### config.mk
export PLATFORM = sky130hd
export DESIGN_NAME = hazard_event_queue
export DESIGN_NICKNAME = d
export VERILOG_FILES = /design/src/rtl/hazard_pkg.sv /design/src/rtl/hz_sync_fifo.sv /design/src/rtl/hazard_event_queue.sv
export SDC_FILE = /design/constraint.sdc
export NUM_CORES = 1
export LEC_CHECK = 0
export ABC_CLOCK_PERIOD_IN_PS = 9100
export CELL_PAD_IN_SITES_DETAIL_PLACEMENT = 2
export CELL_PAD_IN_SITES_GLOBAL_PLACEMENT = 2
export CORE_UTILIZATION = 30
export CTS_CLUSTER_DIAMETER = 120
export DETAILED_ROUTE_END_ITERATION = 12
export PLACE_DENSITY = 0.72
export SETUP_SLACK_MARGIN = 0.4
export SYNTH_ARGS = -nofsm -noshare
export SYNTH_HDL_FRONTEND = slang
export SYNTH_SLANG_ARGS = --single-unit
### constraint.sdc
create_clock -name clk -period 9.1 [get_ports clk]
set_input_delay 2.275 -clock clk [delete_from_list [all_inputs] [get_ports clk]]
set_output_delay 2.275 -clock clk [all_outputs]
set_load 0.02 [all_outputs]
### src/rtl/hazard_pkg.sv
// Shared hazard encodings and slot/record layout helpers for the HDU, the event
// queue and the display/trace logic.
package hazard_pkg;

  typedef enum logic [1:0] {
    HZ_NONE = 2'b00,
    HZ_RAW  = 2'b01,
    HZ_WAR  = 2'b10,
    HZ_WAW  = 2'b11
  } hz_kind_e;

  typedef enum logic {
    ST_IDLE = 1'b0,
    ST_SCAN = 1'b1
  } scan_state_e;

  localparam int KIND_W        = 2;
  localparam int SLOT_KIND_LSB = 0;
  localparam int REC_KIND_LSB  = 0;
  localparam int REC_RS_LSB    = KIND_W;

  // Slot fields are packed from the MSB down; any spare bits sit just above kind.
  function automatic int slot_rd_lsb(input int slot_w, input int reg_w);
    return slot_w - reg_w;
  endfunction

  function automatic int slot_rs_lsb(input int slot_w, input int reg_w);
    return slot_w - 2 * reg_w;
  endfunction

  function automatic int rec_rd_lsb(input int reg_w);
    return KIND_W + reg_w;
  endfunction

  function automatic int rec_idx_lsb(input int reg_w);
    return KIND_W + 2 * reg_w;
  endfunction

endpackage

### src/rtl/hz_sync_fifo.sv
// Single-clock FIFO with extra-MSB pointers; a pop frees room for a push in the
// same cycle, so a full FIFO can accept while draining.
module hz_sync_fifo #(
  parameter int WIDTH = 8,
  parameter int DEPTH = 8,
  localparam int AW   = $clog2(DEPTH)
) (
  input  logic             clk,
  input  logic             rst,
  input  logic             push,
  input  logic             pop,
  input  logic [WIDTH-1:0] wdata,
  output logic [WIDTH-1:0] rdata,
  output logic             full,
  output logic             empty,
  output logic [AW:0]      count
);

  logic [WIDTH-1:0] mem_r [DEPTH];
  logic [AW:0]      wr_ptr_r;
  logic [AW:0]      rd_ptr_r;
  logic             do_push_s;
  logic             do_pop_s;

  assign empty = (wr_ptr_r == rd_ptr_r);
  assign full  = (wr_ptr_r[AW] != rd_ptr_r[AW]) && (wr_ptr_r[AW-1:0] == rd_ptr_r[AW-1:0]);
  assign count = wr_ptr_r - rd_ptr_r;
  assign rdata = mem_r[rd_ptr_r[AW-1:0]];

  // Accept/consume qualification
  always_comb begin
    do_pop_s  = pop && !empty;
    do_push_s = push && (!full || do_pop_s);
  end

  // Pointer update
  always_ff @(posedge clk or posedge rst) begin
    if (rst) begin
      wr_ptr_r <= '0;
      rd_ptr_r <= '0;
    end else begin
      if (do_push_s) begin
        wr_ptr_r <= wr_ptr_r + (AW+1)'(1);
      end
      if (do_pop_s) begin
        rd_ptr_r <= rd_ptr_r + (AW+1)'(1);
      end
    end
  end

  // Storage write; contents are only observed behind the pointers
  always_ff @(posedge clk) begin
    if (do_push_s) begin
      mem_r[wr_ptr_r[AW-1:0]] <= wdata;
    end
  end

endmodule

### src/rtl/hazard_event_queue.sv
// Captures a hazard slot vector, scans one slot per cycle and queues every
// non-empty slot as {slot_idx, rd, rs, kind}, with saturating statistics.
module hazard_event_queue
  import hazard_pkg::*;
#(
  parameter int REG_W   = 3,
  parameter int N_SLOTS = 13,
  parameter int SLOT_W  = 8,
  parameter int DEPTH   = 8,
  parameter int CNT_W   = 16,
  localparam int IDX_W  = $clog2(N_SLOTS),
  localparam int REC_W  = IDX_W + 2*REG_W + KIND_W
) (
  input  logic                      clk,
  input  logic                      rst,
  input  logic [N_SLOTS*SLOT_W-1:0] hz_vec,
  input  logic                      hz_valid,
  output logic                      hz_ready,
  output logic                      ev_valid,
  input  logic                      ev_ready,
  output logic [REC_W-1:0]          ev_data,
  output logic [CNT_W-1:0]          raw_cnt,
  output logic [CNT_W-1:0]          war_cnt,
  output logic [CNT_W-1:0]          waw_cnt,
  output logic [CNT_W-1:0]          drop_cnt,
  output logic                      ovf
);

  localparam int AW          = $clog2(DEPTH);
  localparam int SLOT_RD_LSB = slot_rd_lsb(SLOT_W, REG_W);
  localparam int SLOT_RS_LSB = slot_rs_lsb(SLOT_W, REG_W);

  scan_state_e               state_r;
  logic [IDX_W-1:0]          idx_r;
  logic [N_SLOTS*SLOT_W-1:0] cap_r;
  logic                      push_r;
  logic [REC_W-1:0]          rec_r;

  logic [SLOT_W-1:0]         slot_s;
  hz_kind_e                  slot_kind_s;
  hz_kind_e                  rec_kind_s;
  logic                      pop_s;
  logic                      accept_s;
  logic                      fifo_full_s;
  logic                      fifo_empty_s;
  logic [AW:0]               fifo_count_s;
  logic [REC_W-1:0]          fifo_rdata_s;

  logic [CNT_W-1:0]          raw_cnt_r;
  logic [CNT_W-1:0]          war_cnt_r;
  logic [CNT_W-1:0]          waw_cnt_r;
  logic [CNT_W-1:0]          drop_cnt_r;
  logic                      ovf_r;

  // Slot under examination and kind of the staged record
  always_comb begin
    slot_s      = SLOT_W'(cap_r >> (idx_r * SLOT_W));
    slot_kind_s = hz_kind_e'(slot_s[SLOT_KIND_LSB +: KIND_W]);
    rec_kind_s  = hz_kind_e'(rec_r[REC_KIND_LSB +: KIND_W]);
  end

  // Capture/scan FSM; the staged record gives the registered enqueue stage
  always_ff @(posedge clk or posedge rst) begin
    if (rst) begin
      state_r <= ST_IDLE;
      idx_r   <= '0;
      cap_r   <= '0;
      push_r  <= 1'b0;
      rec_r   <= '0;
    end else begin
      case (state_r)
        ST_IDLE: begin
          push_r <= 1'b0;
          if (hz_valid) begin
            cap_r   <= hz_vec;
            idx_r   <= '0;
            state_r <= ST_SCAN;
          end
        end
        ST_SCAN: begin
          push_r <= (slot_kind_s != HZ_NONE);
          rec_r  <= {idx_r,
                     slot_s[SLOT_RD_LSB +: REG_W],
                     slot_s[SLOT_RS_LSB +: REG_W],
                     slot_kind_s};
          if (idx_r == IDX_W'(N_SLOTS - 1)) begin
            idx_r   <= '0;
            state_r <= ST_IDLE;
          end else begin
            idx_r <= idx_r + IDX_W'(1);
          end
        end
        default: begin
          push_r  <= 1'b0;
          idx_r   <= '0;
          state_r <= ST_IDLE;
        end
      endcase
    end
  end

  // Handshake decode; a pop makes room for a push into a full FIFO
  always_comb begin
    pop_s    = ev_ready && !fifo_empty_s;
    accept_s = push_r && (!fifo_full_s || pop_s);
  end

  hz_sync_fifo #(
    .WIDTH (REC_W),
    .DEPTH (DEPTH)
  ) u_fifo (
    .clk   (clk),
    .rst   (rst),
    .push  (push_r),
    .pop   (pop_s),
    .wdata (rec_r),
    .rdata (fifo_rdata_s),
    .full  (fifo_full_s),
    .empty (fifo_empty_s),
    .count (fifo_count_s)
  );

  // Saturating statistics and sticky overflow flag
  always_ff @(posedge clk or posedge rst) begin
    if (rst) begin
      raw_cnt_r  <= '0;
      war_cnt_r  <= '0;
      waw_cnt_r  <= '0;
      drop_cnt_r <= '0;
      ovf_r      <= 1'b0;
    end else if (push_r) begin
      if (accept_s) begin
        case (rec_kind_s)
          HZ_RAW: if (raw_cnt_r != {CNT_W{1'b1}}) raw_cnt_r <= raw_cnt_r + CNT_W'(1);
          HZ_WAR: if (war_cnt_r != {CNT_W{1'b1}}) war_cnt_r <= war_cnt_r + CNT_W'(1);
          HZ_WAW: if (waw_cnt_r != {CNT_W{1'b1}}) waw_cnt_r <= waw_cnt_r + CNT_W'(1);
          default: begin
          end
        endcase
      end else begin
        if (drop_cnt_r != {CNT_W{1'b1}}) begin
          drop_cnt_r <= drop_cnt_r + CNT_W'(1);
        end
        ovf_r <= 1'b1;
      end
    end
  end

  // Head record is forced to zero while nothing is queued
  always_comb begin
    if (ev_valid) begin
      ev_data = fifo_rdata_s;
    end else begin
      ev_data = '0;
    end
  end

  assign hz_ready = (state_r == ST_IDLE);
  assign ev_valid = (fifo_count_s != '0);
  assign raw_cnt  = raw_cnt_r;
  assign war_cnt  = war_cnt_r;
  assign waw_cnt  = waw_cnt_r;
  assign drop_cnt = drop_cnt_r;
  assign ovf      = ovf_r;

endmodule
==> results.yml, run 1 <==
outcome:
  outcome: "finished, violations left"
  violations: "design-rule violations"
global_route:
  grt_start_max_net_pins: 126
  overflow: 0
  grt_pass1_vias: 8789
  grt_usage: 0.162
  grt_pass1_wl_mm: 52.7
  antenna_found_initial: 7
clock_tree:
  cts.clk_slew.worst_paths_ns: 0.06
  cts_tree: "built"
  numClockSinks: 291
  clk-insertion-delay-late_ns: 0.52
  postCtsHoldBufs: 0
  cts_max_level: 2
  cts_root_buf: "clkbuf_16"
  numCtsBuffers: 36
  post_cts_buffers: 0
  cts_max_path_buffers: 3
  cts_resized: 0
synth:
  synth_cell_types: 62
  avgSynthCellArea_um2: 14.8
  synth_common_cells: "dfrtp_1 (195), mux2_2 (113), edfxtp_1 (96)"
  ys_ff_latch: 291
  synth_edf_count: 96
  synthCells: 850
  synthArstFlopShare: 0.670
  synthesis.area_um2: 12600
  ys.flop_type: "dfrtp_1"
  syn_nets: 969
  synth.largest_area_cell: "dfrtp_1"
  ys_warn_count: 0
  synthMostInstantiatedCell: "dfrtp_1"
  synthTopCellsByArea: "dfrtp_1 (39%), edfxtp_1 (23%), mux2_2 (10%), mux4_2 (8.3%), xnor2_1 (3.2%)"
  yosys.area.top_type_share: 0.389
  seq_area_frac_synth: 0.618
sta:
  fin_crit_sh: 0.677
  slew_headroom: 0.132
  fin_ws_ns: 2.94
  max_slew.worst_pin.slew_ns: 1.30
  clock.fmax_mhz: 162
  period_needed_ns: 6.16
  final-setup-viol-count: 0
  maxSlewViolCount: 0
  whs_ns: 0.469
  tns_ns: 0
  final_hold_viol_count: 0
  clock_skew_ns: 0.0147
  rsz0062_at_grt: "false"
detailed_routing:
  drc: 10
  firstDrtPassIters: 8
  wirelength_mm: 33.7
  ant_nets: 0
  vias: 7841
  wl_per_cell_um: 21.0
  dr.first_iter.drc_count: 285
  post_drt_via_cell_ratio: 4.88
placed_design:
  placed_cells: 1543
  finalWeightedCongestion: 0.730
  pre_cts_slack_ns: 3.39
  port_buffers: 186
  dp_hpwl_mm: 23.2
floorplanning:
  die_h_um: 207
  floorplan.initialDensity: 0.306
  core-area_um2: 41000
  row_count: 74
  fp.dieW_um: 207
  ioPinCount: 187
  die-area_um2: 42700
power:
  power.switching_uw: 1800
  leakagePower_uw: 0.00628
  internal_power_uw: 3590
  switching_share: 0.334
  clockPowerShare: 0.253
  p_per_area_nw_per_um2: 333
  seq_power_share: 0.407
  power_frac_comb: 0.340
  peakVddDrop_v: 0.000121
worst_setup_path:
  r2r-start: "u_fifo.rd_ptr_r[2]$_DFFE_PP0P_"
  start_kind: "register"
  crit_required_ns: 6.83
  crit_arrival_ns: 3.88
  worstSetupEndpointType: "primary output"
  cp_max_fo: 15
  worstSetupPathType: "reg -> out"
  r2r_slack_ns: 4.90
  rr_worst_depth: 6
  worstReg2RegEnd: "u_fifo.mem_r[7][3]$_DFFE_PP_"
cells_and_area:
  final_nets: 1168
  layout-drive-gt1-share: 0.222
  area_growth_pct: 28.9
  layout.cells.non_filler: 1608
  final_util: 0.395
hold_path:
  hold_depth: 1
  holdCritPathClass: "reg -> reg"
  min_delay_worst_endpoint: "ovf$_DFFE_PP0P_"
  worstHoldStart: "ovf$_DFFE_PP0P_"
flow_run:
  drv_cap: 0
-- per-stage QoR --
step | total power [µW] | instance area, µm²
after floorplan | 3340 | 12600
after detailed placement | 4100 | 15100
after global placement | 4000 | 15100
final | 5390 | 16200
after CTS | 5500 | 16200
after global routing | 5720 | 16200
-- logic make-up (layout without fill, tap and decap cells) --
| family | Yosys count | after routing | synth area share |
|---|---|---|---|
| muxes | 163 | 163 | 0.187 |
| buffers and inverters | 52 | 275 | 0.0173 |
| DFF | 291 | 291 | 0.618 |
| adders and majority gates | 11 | 11 | 0.0110 |
| and+or+nand+nor | 198 | 198 | 0.0808 |
| other | 0 | 3 | 0 |
| xor gates and xnor gates | 64 | 64 | 0.0452 |
| AOI/OAI and AO/OA | 71 | 71 | 0.0405 |
-- worst max-delay path by stage --
stage / from / end / depth (start not counted)
after global placement: ev_ready / u_fifo.mem_r[7][5]$_DFFE_PP_ / 5
after detailed placement: u_fifo.rd_ptr_r[2]$_DFFE_PP0P_ / ev_data[5] / 7
after CTS: u_fifo.rd_ptr_r[2]$_DFFE_PP0P_ / ev_data[5] / 7
after global routing: u_fifo.rd_ptr_r[2]$_DFFE_PP0P_ / ev_data[11] / 7
after floorplan: rst / cap_r[0]$_DFFE_PP0P_ / 1
final: u_fifo.rd_ptr_r[2]$_DFFE_PP0P_ / ev_data[2] / 7
-- layout by cell type (no fill, tap or decap), types with 19 or more instances in the layout --
| cell | count |
|---|---|
| a21oi_1 | 19 |
| clkbuf_16 | 37 |
| clkdlybuf4s50_1 | 186 |
| dfrtp_1 | 194 |
| edfxtp_1 | 96 |
| mux2_2 | 113 |
| mux4_2 | 46 |
| nand2_1 | 80 |
| nand3_1 | 26 |
| xnor2_1 | 46 |
-- registers in the layout, indices dropped and copies added (netlist names) --
register and count:
cap_r 104, drop_cnt 16, idx_r 4, ovf 1
push_r 1, raw_cnt 16, rec_r 12, state_r 1
u_fifo.mem_r 96, u_fifo.rd_ptr_r 4, u_fifo.wr_ptr_r 4, war_cnt 16
waw_cnt 16
-- critical path, stage by stage (launching register included) --
cell and delay [ns]:
dfrtp_1 0.62, inv_1 0.40, ha_1 0.49, nor2_1 0.12, or4b_1 0.47, a21oi_2 0.60
a21oi_1 0.10, clkdlybuf4s50_1 0.58
-- per-layer routing --
metal  vias to the layer above  wire, µm  global-route usage
met3                        48      1900              0.0466
met5                         -        47                   0
li1                       3569         -                   -
met2                       137     16800               0.268
met1                      4079     14400               0.207
met4                         8       585              0.0418
-- cell type report --
class / count / area (µm²)
inverter: 16 / 67.6
antenna: 3 / 7.51
tap: 532 / 666
clock inverter: 8 / 70.1
multi-input combinational: 507 / 4630
clock buffer: 54 / 1040
sequential: 291 / 7760
fill: 4078 / 24800
timing repair buffer: 197 / 1940
-- power by group through the flow --
stage               Combinational (µW)  Clock (µW)  Sequential [µW]
floorplan                         1250           0             2100
global route                      2000        1460             2260
finish                            1830        1360             2190
CTS                               1880        1410             2210
global placement                  1820           0             2180
detailed placement                1870           0             2230
Note: power is estimated with default switching activity, not from simulation.
==> run 2: changes to the inputs <==
--- a/config.mk
+++ b/config.mk
@@ -5,7 +5,7 @@
 export SDC_FILE = /design/constraint.sdc
 export NUM_CORES = 1
 export LEC_CHECK = 0
-export ABC_CLOCK_PERIOD_IN_PS = 9100
+export ABC_CLOCK_PERIOD_IN_PS = 6380
 export CELL_PAD_IN_SITES_DETAIL_PLACEMENT = 2
 export CELL_PAD_IN_SITES_GLOBAL_PLACEMENT = 2
 export CORE_UTILIZATION = 30
==> constraint.sdc (replaced) <==
create_clock -name clk -period 6.38 [get_ports clk]
set_input_delay 1.595 -clock clk [delete_from_list [all_inputs] [get_ports clk]]
set_output_delay 1.595 -clock clk [all_outputs]
set_load 0.02 [all_outputs]
==> results.yml, run 2 (synthesized netlist as in run 1, its figures left out) <==
outcome:
  outcome: "finished, violations left"
  violations: "design-rule violations"
sta:
  rsz0062_at_grt: "false"
  final_hold_viol_count: 0
  slew_headroom: 0.133
  whs_ns: 0.495
  clock.fmax_mhz: 184
  fin_crit_sh: 0.851
  period_needed_ns: 5.43
  maxSlewViolCount: 0
  final-setup-viol-count: 0
  tns_ns: 0
  max_slew.worst_pin.slew_ns: 1.30
  clock_skew_ns: 0.0196
global_route:
  antenna_found_initial: 5
  grt_usage: 0.163
  grt_pass1_vias: 8839
  grt_pass1_wl_mm: 52.9
  grt_start_max_net_pins: 105
  overflow: 0
clock_tree:
  cts_tree: "built"
  cts_resized: 0
  cts_max_path_buffers: 3
  cts_max_level: 2
  postCtsHoldBufs: 0
  cts.clk_slew.worst_paths_ns: 0.06
  post_cts_buffers: 0
  numClockSinks: 291
  clk-insertion-delay-late_ns: 0.52
  numCtsBuffers: 37
  cts_root_buf: "clkbuf_16"
placed_design:
  dpl_cell_area_um2: 15100
  dp_hpwl_mm: 23.3
  port_buffers: 186
  finalWeightedCongestion: 0.708
floorplanning:
  floorplan.initialDensity: 0.306
  die-area_um2: 42700
  fp.dieW_um: 207
  ioPinCount: 187
  core-area_um2: 41000
  die_h_um: 207
  row_count: 74
detailed_routing:
  wirelength_mm: 33.7
  drc: 4
  dr.first_iter.drc_count: 270
  vias: 7903
  firstDrtPassIters: 8
  post_drt_via_cell_ratio: 4.90
  wl_per_cell_um: 20.9
  ant_nets: 0
worst_setup_path:
  worstSetupEndpointType: "primary output"
  crit_required_ns: 4.79
  crit_arrival_ns: 3.84
  cp_max_fo: 15
  worstSetupPathType: "reg -> out"
  start_kind: "register"
flow_run:
  drv_cap: 0
cells_and_area:
  final_util: 0.398
  area_growth_pct: 30.2
  final_nets: 1170
  layout-drive-gt1-share: 0.233
  regMostFlops: "cap_r"
  final_cell_mix: "dfrtp_1 (194), clkdlybuf4s50_1 (186), mux2_2 (113), edfxtp_1 (96), nand2_1 (80)"
  largest_reg_flops: 104
  final_common_cell: "dfrtp_1"
  final_area_um2: 16300
power:
  peakVddDrop_v: 0.000178
  p_per_area_nw_per_um2: 480
  power.total_uw: 7840
  leakagePower_uw: 0.00636
hold_path:
  holdCritPathClass: "reg -> reg"
## run 2: cell types whose count changed in the layout (fill, tap and decap cells not counted), moves of 2 or more
cell	previous run	this run
clkinv_2	3	8
clkbuf_1	12	6
clkinvlp_4	0	2
buf_12	0	2
inv_6	2	0
bufinv_16	1	3
clkinv_4	0	3
## run 2: layout make-up
| class | count | area (µm²) |
|---|---|---|
| fill | 4044 | 24700 |
| clock buffer | 50 | 1060 |
| inverter | 16 | 63.8 |
| tap | 532 | 666 |
| sequential | 291 | 7760 |
| multi-input combinational | 507 | 4630 |
| antenna | 2 | 5.00 |
| timing repair buffer | 198 | 1980 |
| clock inverter | 17 | 184 |
## run 2: where the power goes
| group | total [µW] | leakage [µW] | switching (µW) | internal [µW] |
|---|---|---|---|---|
| Clock | 2110 | 0.000613 | 820 | 1290 |
| Sequential | 3140 | 0.00333 | 498 | 2640 |
| Combinational | 2600 | 0.00241 | 1280 | 1320 |
## run 2: worst paths after layout
path / from / endpoint / slack, ns / cells past startpoint
max: u_fifo.rd_ptr_r[2]$_DFFE_PP0P_ / ev_data[10] / 0.95 / 7
min: waw_cnt[15]$_DFFE_PP0P_ / waw_cnt[15]$_DFFE_PP0P_ / 0.50 / 1
max reg2reg: u_fifo.rd_ptr_r[2]$_DFFE_PP0P_ / u_fifo.mem_r[7][6]$_DFFE_PP_ / 2.36 / 6
min reg2reg: waw_cnt[15]$_DFFE_PP0P_ / waw_cnt[15]$_DFFE_PP0P_ / 0.50 / 1
max in group asynchronous: rst / war_cnt[2]$_DFFE_PP0P_ / 3.57 / 4
min in group asynchronous: rst / raw_cnt[0]$_DFFE_PP0P_ / 1.55 / 3
## run 2: metal layers
metal	GRT usage	wire, µm	up-vias	share of wire
li1	-	-	3585	-
met1	0.203	14200	4125	0.42
met2	0.280	17200	142	0.51
met3	0.0424	1720	45	0.051
met4	0.0446	561	6	0.017
met5	0	35	-	0.0010
## run 2: worst max-delay path, cell delays in order, from the launching register on
cell and delay (ns):
dfrtp_1 0.66, inv_1 0.37, ha_1 0.46, nor2_1 0.13
or4b_1 0.46, a21oi_2 0.55, a21oi_1 0.11, clkdlybuf4s50_1 0.57
## run 2: through the flow
stage / instances / setup slack (ns)
floorplan: 850 / 2.27
global placement: 1544 / 1.58
detailed placement: 1544 / 1.40
CTS: 1611 / 0.779
global route: 1612 / 0.713
finish: 1613 / 0.949
==> run 3: changes to the inputs <==
--- a/config.mk
+++ b/config.mk
@@ -13,6 +13,8 @@
 export DETAILED_ROUTE_END_ITERATION = 12
 export PLACE_DENSITY = 0.72
 export SETUP_SLACK_MARGIN = 0.4
+export SLEW_MARGIN = 20
 export SYNTH_ARGS = -nofsm -noshare
 export SYNTH_HDL_FRONTEND = slang
+export SYNTH_HIERARCHICAL = 1
 export SYNTH_SLANG_ARGS = --single-unit
==> results.yml, run 3 <==
synth:
  synthCells: 875
  synth.largest_area_cell: "dfrtp_1"
  synthMostInstantiatedCell: "dfrtp_1"
  synth_top_family_by_area: "multiplexers"
  avgSynthCellArea_um2: 14.5
  synthSimpleGateAreaFrac: 0.0896
  synthTopCellsByArea: "dfrtp_1 (38%), edfxtp_1 (23%), mux2_2 (10%), mux4_2 (7.4%), xnor2_1 (2.8%)"
  synth_compound_area_frac: 0.0318
  seq_area_frac_synth: 0.610
  synth-xor-area-share: 0.0440
  synthAdderAreaFrac: 0.0124
  ys_ff_latch: 291
  yosys.area.top_type_share: 0.384
  synth_edf_count: 96
  syn_nets: 995
  muxShareOfSynthArea: 0.193
  ys.flop_type: "dfrtp_1"
  synthArstFlopShare: 0.670
  synth_cell_types: 65
  ys_warn_count: 6
  synthesis.area_um2: 12700
  synth_common_cells: "dfrtp_1 (195), mux2_2 (117), edfxtp_1 (96)"
global_route:
  overflow: 0
  grt_usage: 0.164
  grt_start_max_net_pins: 84
  antenna_found_initial: 10
  grt_pass1_vias: 9101
  grt_pass1_wl_mm: 54.6
clock_tree:
  cts_max_path_buffers: 3
  cts_max_level: 2
  cts.clk_slew.worst_paths_ns: 0.06
  post_cts_buffers: 0
  postCtsHoldBufs: 0
  cts_resized: 0
  cts_tree: "built"
  clk-insertion-delay-late_ns: 0.53
  numCtsBuffers: 36
  numClockSinks: 291
  cts_root_buf: "clkbuf_16"
placed_design:
  finalWeightedCongestion: 0.726
  port_buffers: 186
  dp_hpwl_mm: 24.0
sta:
  tns_ns: 0
  maxSlewViolCount: 0
  period_needed_ns: 5.02
  fin_crit_sh: 0.786
  slew_headroom: 0.307
  clock_skew_ns: 0.0182
  rsz0062_at_grt: "false"
  final-setup-viol-count: 0
  final_hold_viol_count: 0
  max_slew.worst_pin.slew_ns: 1.03
  clock.fmax_mhz: 199
  whs_ns: 0.493
cells_and_area:
  area_growth_pct: 30.3
  final_nets: 1202
  largest_reg_flops: 104
  layout-drive-gt1-share: 0.230
  final_cell_mix: "dfrtp_1 (194), clkdlybuf4s50_1 (186), mux2_2 (117), edfxtp_1 (96), nand2_1 (76)"
  regMostFlops: "cap_r"
  final_common_cell: "dfrtp_1"
  nFillCells: 4194
detailed_routing:
  vias: 8023
  wirelength_mm: 34.3
  post_drt_via_cell_ratio: 4.86
  firstDrtPassIters: 4
  drc: 0
  wl_per_cell_um: 20.8
  ant_nets: 0
  dr.first_iter.drc_count: 326
worst_setup_path:
  start_kind: "register"
  rr_worst_depth: 9
  worst_path_max_delay_cell: "dfrtp_1"
  r2r-start: "u_fifo/rd_ptr_r[2]$_DFFE_PP0P_"
  crit_arrival_ns: 3.42
  endpoint: "ev_data[9]"
  worstSetupPathType: "reg -> out"
  cp_cell_sequence: "inv_1 -> ha_1 -> a21oi_1 -> xnor2_1 -> nor4_2 -> buf_4 -> nor2b_1 -> clkdlybuf4s50_1"
  worstReg2RegEnd: "drop_cnt[14]$_DFFE_PP0P_"
  worstSetupEndpointType: "primary output"
  r2r_slack_ns: 2.40
  crit_required_ns: 4.79
  cp_max_fo: 14
  startpoint: "u_fifo/rd_ptr_r[2]$_DFFE_PP0P_"
  cpPeakStageDelay_ns: 0.71
power:
  peakVddDrop_v: 0.000209
  p_per_area_nw_per_um2: 488
  leakagePower_uw: 0.00653
hold_path:
  holdCritPathClass: "reg -> reg"
  worstHoldStart: "ovf$_DFFE_PP0P_"
floorplanning:
  core-area_um2: 41900
  fp.dieW_um: 208
  die_h_um: 208
  row_count: 75
  ioPinCount: 187
  die-area_um2: 43200
  floorplan.initialDensity: 0.304
flow_run:
  drv_cap: 0
outcome:
  outcome: "complete, no violations"
-- run 3: through the flow --
| step | total power, µW | instance area [µm²] | worst slack, ns | utilization | instances |
|---|---|---|---|---|---|
| 3_5_place_dp | 6030 | 15300 | 1.82 | 0.365 | 1582 |
| 5_1_grt | 8590 | 16600 | 1.14 | 0.396 | 1647 |
| 6_report | 8080 | 16600 | 1.36 | 0.396 | 1650 |
| 4_1_cts | 8260 | 16600 | 1.25 | 0.396 | 1646 |
| 2_1_floorplan | 4890 | 12700 | 2.31 | - | 875 |
| 3_3_place_gp | 5870 | 15300 | 1.90 | 0.365 | 1582 |
-- run 3: worst min path at each step --
stage / end / slack, ns / cells past startpoint
3_5_place_dp: ovf$_DFFE_PP0P_ / 0.48 / 1
6_report: ovf$_DFFE_PP0P_ / 0.49 / 1
3_3_place_gp: war_cnt[14]$_DFFE_PP0P_ / 0.48 / 1
5_1_grt: cap_r[11]$_DFFE_PP0P_ / 0.52 / 1
2_1_floorplan: rec_r[2]$_DFFE_PP0P_ / 0.47 / 2
4_1_cts: ovf$_DFFE_PP0P_ / 0.50 / 1
-- run 3: routing by layer --
metal  vias up  share of wire  track usage
met5         -         0.0026            0
met4        14          0.018       0.0416
met3        55          0.067       0.0472
met2       155           0.50        0.284
met1      4143           0.41        0.199
li1       3656              -            -
-- run 3: cell type report --
| class | instances | area, µm² | share of cell area |
|---|---|---|---|
| sequential | 291 | 7760 | 0.468 |
| timing repair buffer | 202 | 2000 | 0.121 |
| clock buffer | 51 | 1080 | 0.0651 |
| clock inverter | 13 | 200 | 0.0121 |
| multi-input combinational | 526 | 4760 | 0.287 |
| antenna | 3 | 7.51 | 0.000453 |
| tap | 539 | 674 | 0.0407 |
| inverter | 25 | 97.6 | 0.00589 |
-- run 3: logic make-up (layout without fill, tap and decap cells) --
| family | count (synthesis) | in the layout |
|---|---|---|
| AOI/OAI and AO/OA | 53 | 53 |
| xor gates and xnor gates | 63 | 63 |
| adders and majority gates | 12 | 12 |
| buffers and inverters | 58 | 291 |
| DFF | 291 | 291 |
| muxes | 177 | 177 |
| other | 0 | 3 |
| and+or+nand+nor | 221 | 221 |
-- run 3: where the power goes --
| part | switching [µW] | leakage [µW] | internal (µW) |
|---|---|---|---|
| registers | 531 | 0.00333 | 2660 |
| logic | 1340 | 0.00257 | 1390 |
| clock network | 812 | 0.000630 | 1350 |
| total | 2680 | 0.00653 | 5410 |
-- run 3: critical path: cells and delay by family (launching register included) --
| kind | cells | cell delay [ns] |
|---|---|---|
| compound gates | 1 | 0.18 |
| xor+xnor | 1 | 0.15 |
| fa+ha+maj | 1 | 0.45 |
| buf+inv | 3 | 1.22 |
| flops | 1 | 0.71 |
| simple gates | 2 | 0.19 |
